$ cat config.mk
export PLATFORM = sky130hd
export DESIGN_NAME = auto_manual_seq_ctrl_flat
export DESIGN_NICKNAME = d
export VERILOG_FILES = /design/src/rtl/auto_manual_seq_ctrl_if.sv /design/src/rtl/auto_manual_seq_ctrl.sv /design/src/flat_wrapper.sv
export SDC_FILE = /design/constraint.sdc
export NUM_CORES = 1
export LEC_CHECK = 0
export ABC_AREA = 1
export ABC_CLOCK_PERIOD_IN_PS = 1900
export CAP_MARGIN = 20
export CORE_ASPECT_RATIO = 1.2
export CORE_MARGIN = 2
export CORE_UTILIZATION = 40
export DETAILED_ROUTE_END_ITERATION = 8
export HOLD_SLACK_MARGIN = 0.12
export PLACE_DENSITY = 0.58
export SLEW_MARGIN = 20
export SYNTH_ARGS = -nofsm -noshare
export SYNTH_HDL_FRONTEND = slang
export SYNTH_SLANG_ARGS = --single-unit
export TNS_END_PERCENT = 20
$ cat constraint.sdc
create_clock -name clk -period 1.9 [get_ports clk]
set_input_delay 0.475 -clock clk [delete_from_list [all_inputs] [get_ports clk]]
set_output_delay 0.475 -clock clk [all_outputs]
set_load 0.02 [all_outputs]
$ cat src/rtl/auto_manual_seq_ctrl_if.sv
// Control and display bundle between the demo front panel and the sequencing controller.
// The master side drives switches/buttons; the slave side returns the display value, mode and tick.
interface auto_manual_seq_ctrl_if;
    logic       auto;
    logic       load;
    logic       pause;
    logic       step;
    logic       up_down;
    logic [3:0] s_sw;
    logic [3:0] s_op;
    logic [1:0] mode;
    logic       tick;

    modport master (
        output auto, load, pause, step, up_down, s_sw,
        input  s_op, mode, tick
    );

    modport slave (
        input  auto, load, pause, step, up_down, s_sw,
        output s_op, mode, tick
    );
endinterface

$ cat src/rtl/auto_manual_seq_ctrl.sv
// Auto/manual sequencing controller for the 4-bit display value: switch pass-through in manual,
// prescaled up/down counter with run/pause/step/load in auto.
module auto_manual_seq_ctrl #(
    parameter int TICK_DIV    = 100_000_000,
    parameter int SYNC_STAGES = 2
) (
    input  logic                    clk,
    input  logic                    rst_n,
    auto_manual_seq_ctrl_if.slave   bus
);

    localparam int PRE_W = $clog2(TICK_DIV);
    localparam logic [PRE_W-1:0] PRE_LAST = PRE_W'(TICK_DIV - 1);

    typedef enum logic [1:0] {
        MANUAL     = 2'b00,
        AUTO_RUN   = 2'b01,
        AUTO_PAUSE = 2'b10
    } state_t;

    state_t             state, state_next;
    logic [3:0]         counter, counter_next;
    logic [PRE_W-1:0]   presc, presc_next;
    logic [3:0]         s_op_q, s_op_next;

    logic [4:0]         sync_q [SYNC_STAGES];
    logic [4:0]         raw;
    logic [4:0]         synced;
    logic [3:0]         prev_q;
    logic [3:0]         rise;

    logic               auto_s, up_down_s;
    logic               auto_rise, load_rise, pause_rise, step_rise;
    logic               tick_int;
    logic [3:0]         count_step;

    // Bit order: {up_down, step, pause, load, auto}
    assign raw        = {bus.up_down, bus.step, bus.pause, bus.load, bus.auto};
    assign synced     = sync_q[SYNC_STAGES-1];
    assign rise       = synced[3:0] & ~prev_q;
    assign auto_s     = synced[0];
    assign up_down_s  = synced[4];
    assign auto_rise  = rise[0];
    assign load_rise  = rise[1];
    assign pause_rise = rise[2];
    assign step_rise  = rise[3];

    always_ff @(posedge clk or negedge rst_n) begin
        if (!rst_n) begin
            for (int i = 0; i < SYNC_STAGES; i++) begin
                sync_q[i] <= '0;
            end
            prev_q <= '0;
        end else begin
            sync_q[0] <= raw;
            for (int i = 1; i < SYNC_STAGES; i++) begin
                sync_q[i] <= sync_q[i-1];
            end
            prev_q <= synced[3:0];
        end
    end

    always_ff @(posedge clk or negedge rst_n) begin
        if (!rst_n) begin
            state   <= MANUAL;
            counter <= '0;
            presc   <= '0;
            s_op_q  <= '0;
        end else begin
            state   <= state_next;
            counter <= counter_next;
            presc   <= presc_next;
            s_op_q  <= s_op_next;
        end
    end

    assign tick_int   = (state == AUTO_RUN) && (presc == PRE_LAST);
    assign count_step = up_down_s ? 4'(counter + 4'd1) : 4'(counter - 4'd1);

    // Priority inside the auto states: auto low, then load, then tick/step; pause toggles independently.
    always_comb begin
        state_next   = state;
        counter_next = counter;
        presc_next   = presc;
        s_op_next    = (state == MANUAL) ? bus.s_sw : counter;

        case (state)
            MANUAL: begin
                if (auto_rise) begin
                    state_next   = AUTO_RUN;
                    counter_next = bus.s_sw;
                    presc_next   = '0;
                end
            end
            AUTO_RUN: begin
                if (!auto_s) begin
                    state_next = MANUAL;
                end else begin
                    presc_next = tick_int ? '0 : PRE_W'(presc + PRE_W'(1));
                    if (load_rise) begin
                        counter_next = bus.s_sw;
                        presc_next   = '0;
                    end else if (tick_int) begin
                        counter_next = count_step;
                    end
                    if (pause_rise) begin
                        state_next = AUTO_PAUSE;
                    end
                end
            end
            AUTO_PAUSE: begin
                if (!auto_s) begin
                    state_next = MANUAL;
                end else begin
                    if (load_rise) begin
                        counter_next = bus.s_sw;
                        presc_next   = '0;
                    end else if (step_rise) begin
                        counter_next = count_step;
                    end
                    if (pause_rise) begin
                        state_next = AUTO_RUN;
                    end
                end
            end
            default: begin
                state_next = MANUAL;
            end
        endcase
    end

    assign bus.s_op = s_op_q;
    assign bus.mode = state;
    assign bus.tick = tick_int;

endmodule

$ cat src/flat_wrapper.sv
// flat-port wrapper written by rule: the top's interface ports become plain ports
module auto_manual_seq_ctrl_flat 
#(
    parameter int TICK_DIV    = 100_000_000,
    parameter int SYNC_STAGES = 2
)
  (clk, rst_n, bus_auto, bus_load, bus_pause, bus_step, bus_up_down, bus_s_sw, bus_s_op, bus_mode, bus_tick);
  auto_manual_seq_ctrl_if bus_i ();
  input  logic clk;
  input  logic rst_n;
  input wire logic [$bits(bus_i.auto)-1:0] bus_auto;
  input wire logic [$bits(bus_i.load)-1:0] bus_load;
  input wire logic [$bits(bus_i.pause)-1:0] bus_pause;
  input wire logic [$bits(bus_i.step)-1:0] bus_step;
  input wire logic [$bits(bus_i.up_down)-1:0] bus_up_down;
  input wire logic [$bits(bus_i.s_sw)-1:0] bus_s_sw;
  output wire logic [$bits(bus_i.s_op)-1:0] bus_s_op;
  output wire logic [$bits(bus_i.mode)-1:0] bus_mode;
  output wire logic [$bits(bus_i.tick)-1:0] bus_tick;
  assign bus_i.auto = bus_auto;
  assign bus_i.load = bus_load;
  assign bus_i.pause = bus_pause;
  assign bus_i.step = bus_step;
  assign bus_i.up_down = bus_up_down;
  assign bus_i.s_sw = bus_s_sw;
  assign bus_s_op = bus_i.s_op;
  assign bus_mode = bus_i.mode;
  assign bus_tick = bus_i.tick;
  auto_manual_seq_ctrl #(.TICK_DIV(TICK_DIV), .SYNC_STAGES(SYNC_STAGES)) u_core (.clk(clk), .rst_n(rst_n), .bus(bus_i));
endmodule
==> key figures <==
Placement
  – Gp weighted congestion: 0.847
  – Input/output buffers: 17
  – DP HPWL: 4680 microns

Floorplanning
  – Die area: 7730 sq um
  – Initial Util: 41.4%
  – Ports: 18
  – Die X-Extent: 80.6 microns
  – Chip height: 95.9 microns
  – Core Box Area: 6810 sq um
  – Rows: 33

Global routing
  – Initial antenna violation count: 0
  – GRT Util Overall: 18.0%
  – Pin count of the biggest net entering global routing: 52
  – Overflow left after global routing: 0
  – Vias in the first global route: 2380
  – Global-route wire length before repair: 10700 microns

Yosys
  – Ys flop type: dfrtp_1
  – Post-synth EDFFs: 0
  – Syn. warnings: 0
  – Syn Area/Cell: 7.40 sq um
  – Syn Nets: 400
  – #FFs+latches synth: 51
  – Async SR Flop Fraction: 100%
  – Cell Area, Synth: 2820 sq um
  – Synth Instances: 381
  – Post-synthesis cell type count: 28
  – Post-synthesis sequential area ratio: 45.3%

Final layout
  – Most common cell after layout, fill and taps aside: nand2_1
  – Most frequent cells in the layout: 128 x nand2_1, 63 x nor2_1, 51 x dfrtp_1
  – Antenna diodes: 0
  – Layout cells sized above 1: 19.3%
  – Number of fill cells: 652
  – Final Core Density: 54.1%
  – Nets@finish: 474
  – Area Growth Syn to Fin: 30.7%

Pwr
  – Max IR drop VDD: 0.000871 V
  – Sw frac: 40.8%
  – Power Dens Cells: 1090 nW/um^2
  – Internal cell power: 0.00238 W
  – Clock group share of total power: 16.6%
  – Gate power share: 50.8%
  – Static Leak: 1.85 nW
  – Flop pwr share: 32.6%
  – NetSw: 0.00164 W
  – Pwr Total: 0.00403 W

CTS
  – Root Buffer: clkbuf_8
  – CTS Buffer Depth: 2
  – Clock sinks: 51
  – H-tree levels: 2
  – CTS clk-pin slew, worst paths: 100 ps
  – Clk Latency, worst-skew pair: 310 ps
  – CTS tree: built
  – Post-CTS Hold Buffers: 0
  – Num CTS Buffers: 5

Setup path
  – CP startpoint: u_core.bus.mode[1]
  – Critical-path top delay cell: dfrtp_1
  – Crit. End Element: output port
  – Startpoint Class: register
  – Cell Chain, Critical Path: inv_2 -> ha_4 -> nand2_1 -> nor2_1 -> nand2_1 -> nor2_1 -> nand2_2 -> inv_2 -> buf_6
  – Worst Reg-to-Reg Cells: 14
  – CP Max Fanout: 2
  – Reg-to-reg slack, setup: 60 ps
  – Worst EP required: 1420 ps
  – RR Startpoint: u_core.bus.mode[1]
  – Critical Path Sink: bus_tick
  – Worst R2R End: u_core.presc[22]
  – Max incr delay on CP: 400 ps
  – Crit Path Class: register to output port
  – WP data arrival: 1440 ps

STA
  – Max-Slew Margin vs Limit: 80.0%
  – Setup violators final: 1
  – Period utilization: 101%
  – TNS Setup: -18.4 ps
  – Count of final hold-check violations: 0
  – Clk_skew: 9.21 ps
  – Slew Limit Fails: 0
  – Period minus WS final: 1920 ps
  – Fmax: 521 MHz
  – RSZ-0062 raised after global routing: true
  – Final WS setup: -18.4 ps
  – Worst-margin pin slew: 298 ps

Outcome
  – Failing checks: negative setup slack
  – Status: finished with violations

Min path
  – Worst Hold Class: input pin to async pin

Detailed routing
  – Vias per inst: 4.69
  – Post-route ant nets: 0
  – Drc violations: 0
  – DR WL/cell: 12.1 microns
  – Final WL: 6540 microns
  – Drt pass-1 iters: 4
  – Initial DRC count: 76
  – Vias: 2548

Job
  – MaxCap Viol Count: 0
==> area by class of cell <==
cell class / count / area (sq um) / area share, %
clock buffer: 5 / 68.8 / 1.87
tap: 87 / 109 / 2.96
clock inverter: 3 / 25.0 / 0.679
inverter: 47 / 179 / 4.86
multi-input combinational: 279 / 1380 / 37.5
timing repair buffer: 71 / 646 / 17.5
sequential: 51 / 1280 / 34.6
==> Yosys cell counts, types with 2 or more instances <==
library cell / count / area, sq um
a21oi_1: 9 / 45.0
nand2_4: 2 / 22.5
nor2_4: 3 / 33.8
nand4_1: 11 / 68.8
o21ai_0: 8 / 40.0
ha_1: 7 / 87.6
buf_6: 2 / 22.5
nand3_1: 25 / 125
nand2_2: 2 / 12.5
nand2_1: 129 / 484
inv_1: 46 / 173
dfrtp_1: 51 / 1280
nor2_1: 65 / 244
o21bai_1: 6 / 45.0
nor2_2: 2 / 12.5
==> worst max-delay path: cells and delay by family, from the launching register on <==
family                     cells  cell delay (ps)
buffers and inverters          3              230
adders and majority gates      1              120
and+or+nand+nor                5              390
DFF                            1              400
==> how the worst min path moves through the flow <==
stage	start	endpoint	depth (start not counted)	slack, ps
global route	rst_n	u_core.prev_q[0]	2	160
floorplan	rst_n	u_core.bus.mode[0]	0	180
detailed placement	u_core.sync_q[5]	u_core.synced[0]	0	340
finish	rst_n	u_core.synced[1]	2	130
global placement	u_core.sync_q[6]	u_core.synced[1]	0	330
CTS	rst_n	u_core.synced[1]	2	150
==> routing by layer <==
layer	vias up	global-route usage [%]	wire length (microns)
met1	1152	21.7	2940
met4	0	7.49	132
li1	1341	-	-
met2	45	31.9	3270
met5	-	0	0
met3	10	3.00	210
==> cell families after synthesis <==
| kind of cell | after synthesis | share of synthesized area, % |
|---|---|---|
| AND/OR/NAND/NOR | 244 | 37.5 |
| buffers and inverters | 51 | 7.50 |
| flip-flops | 51 | 45.3 |
| AO/OA/AOI/OAI | 26 | 5.55 |
| adder cells (fa/ha/maj) | 8 | 3.82 |
| XOR/XNOR | 1 | 0.311 |
==> timing repair <==
| action | CTS | global route |
|---|---|---|
| setup buffers | 2 | 2 |
| cloned | 0 | 2 |
| setup endpoints to repair | 1 | 24 |
| resized for setup | 12 | 10 |
| pin swaps | 4 | 3 |
| hold endpoints to repair | 0 | 0 |
==> stage by stage <==
stage	hold WS [ps]	std cells	instance area, sq um	setup slack (ps)
floorplan	179	381	2820	86.3
CTS	146	539	3580	-29.7
detailed placement	336	529	3450	-230
global placement	334	529	3450	-205
global route	156	543	3680	-99.5
finish	133	543	3680	-18.4
==> power by group through the flow <==
stage          combinational (W)  sequential [W]  clock [W]
6_report                 0.00204         0.00131   0.000669
5_1_grt                  0.00226         0.00133   0.000746
4_1_cts                  0.00181         0.00132   0.000690
3_5_place_dp             0.00178         0.00133          0
3_3_place_gp             0.00176         0.00133          0
2_1_floorplan            0.00103         0.00140          0
==> sequential cells by signal, indices dropped and copies added (netlist names) <==
signal,count
u_core.sync_q,5
u_core.counter,4
u_core.prev_q,4
u_core.presc,27
u_core.bus.mode,2
u_core.bus.s_op,4
u_core.synced,5
(Power assumes the default switching activity.)
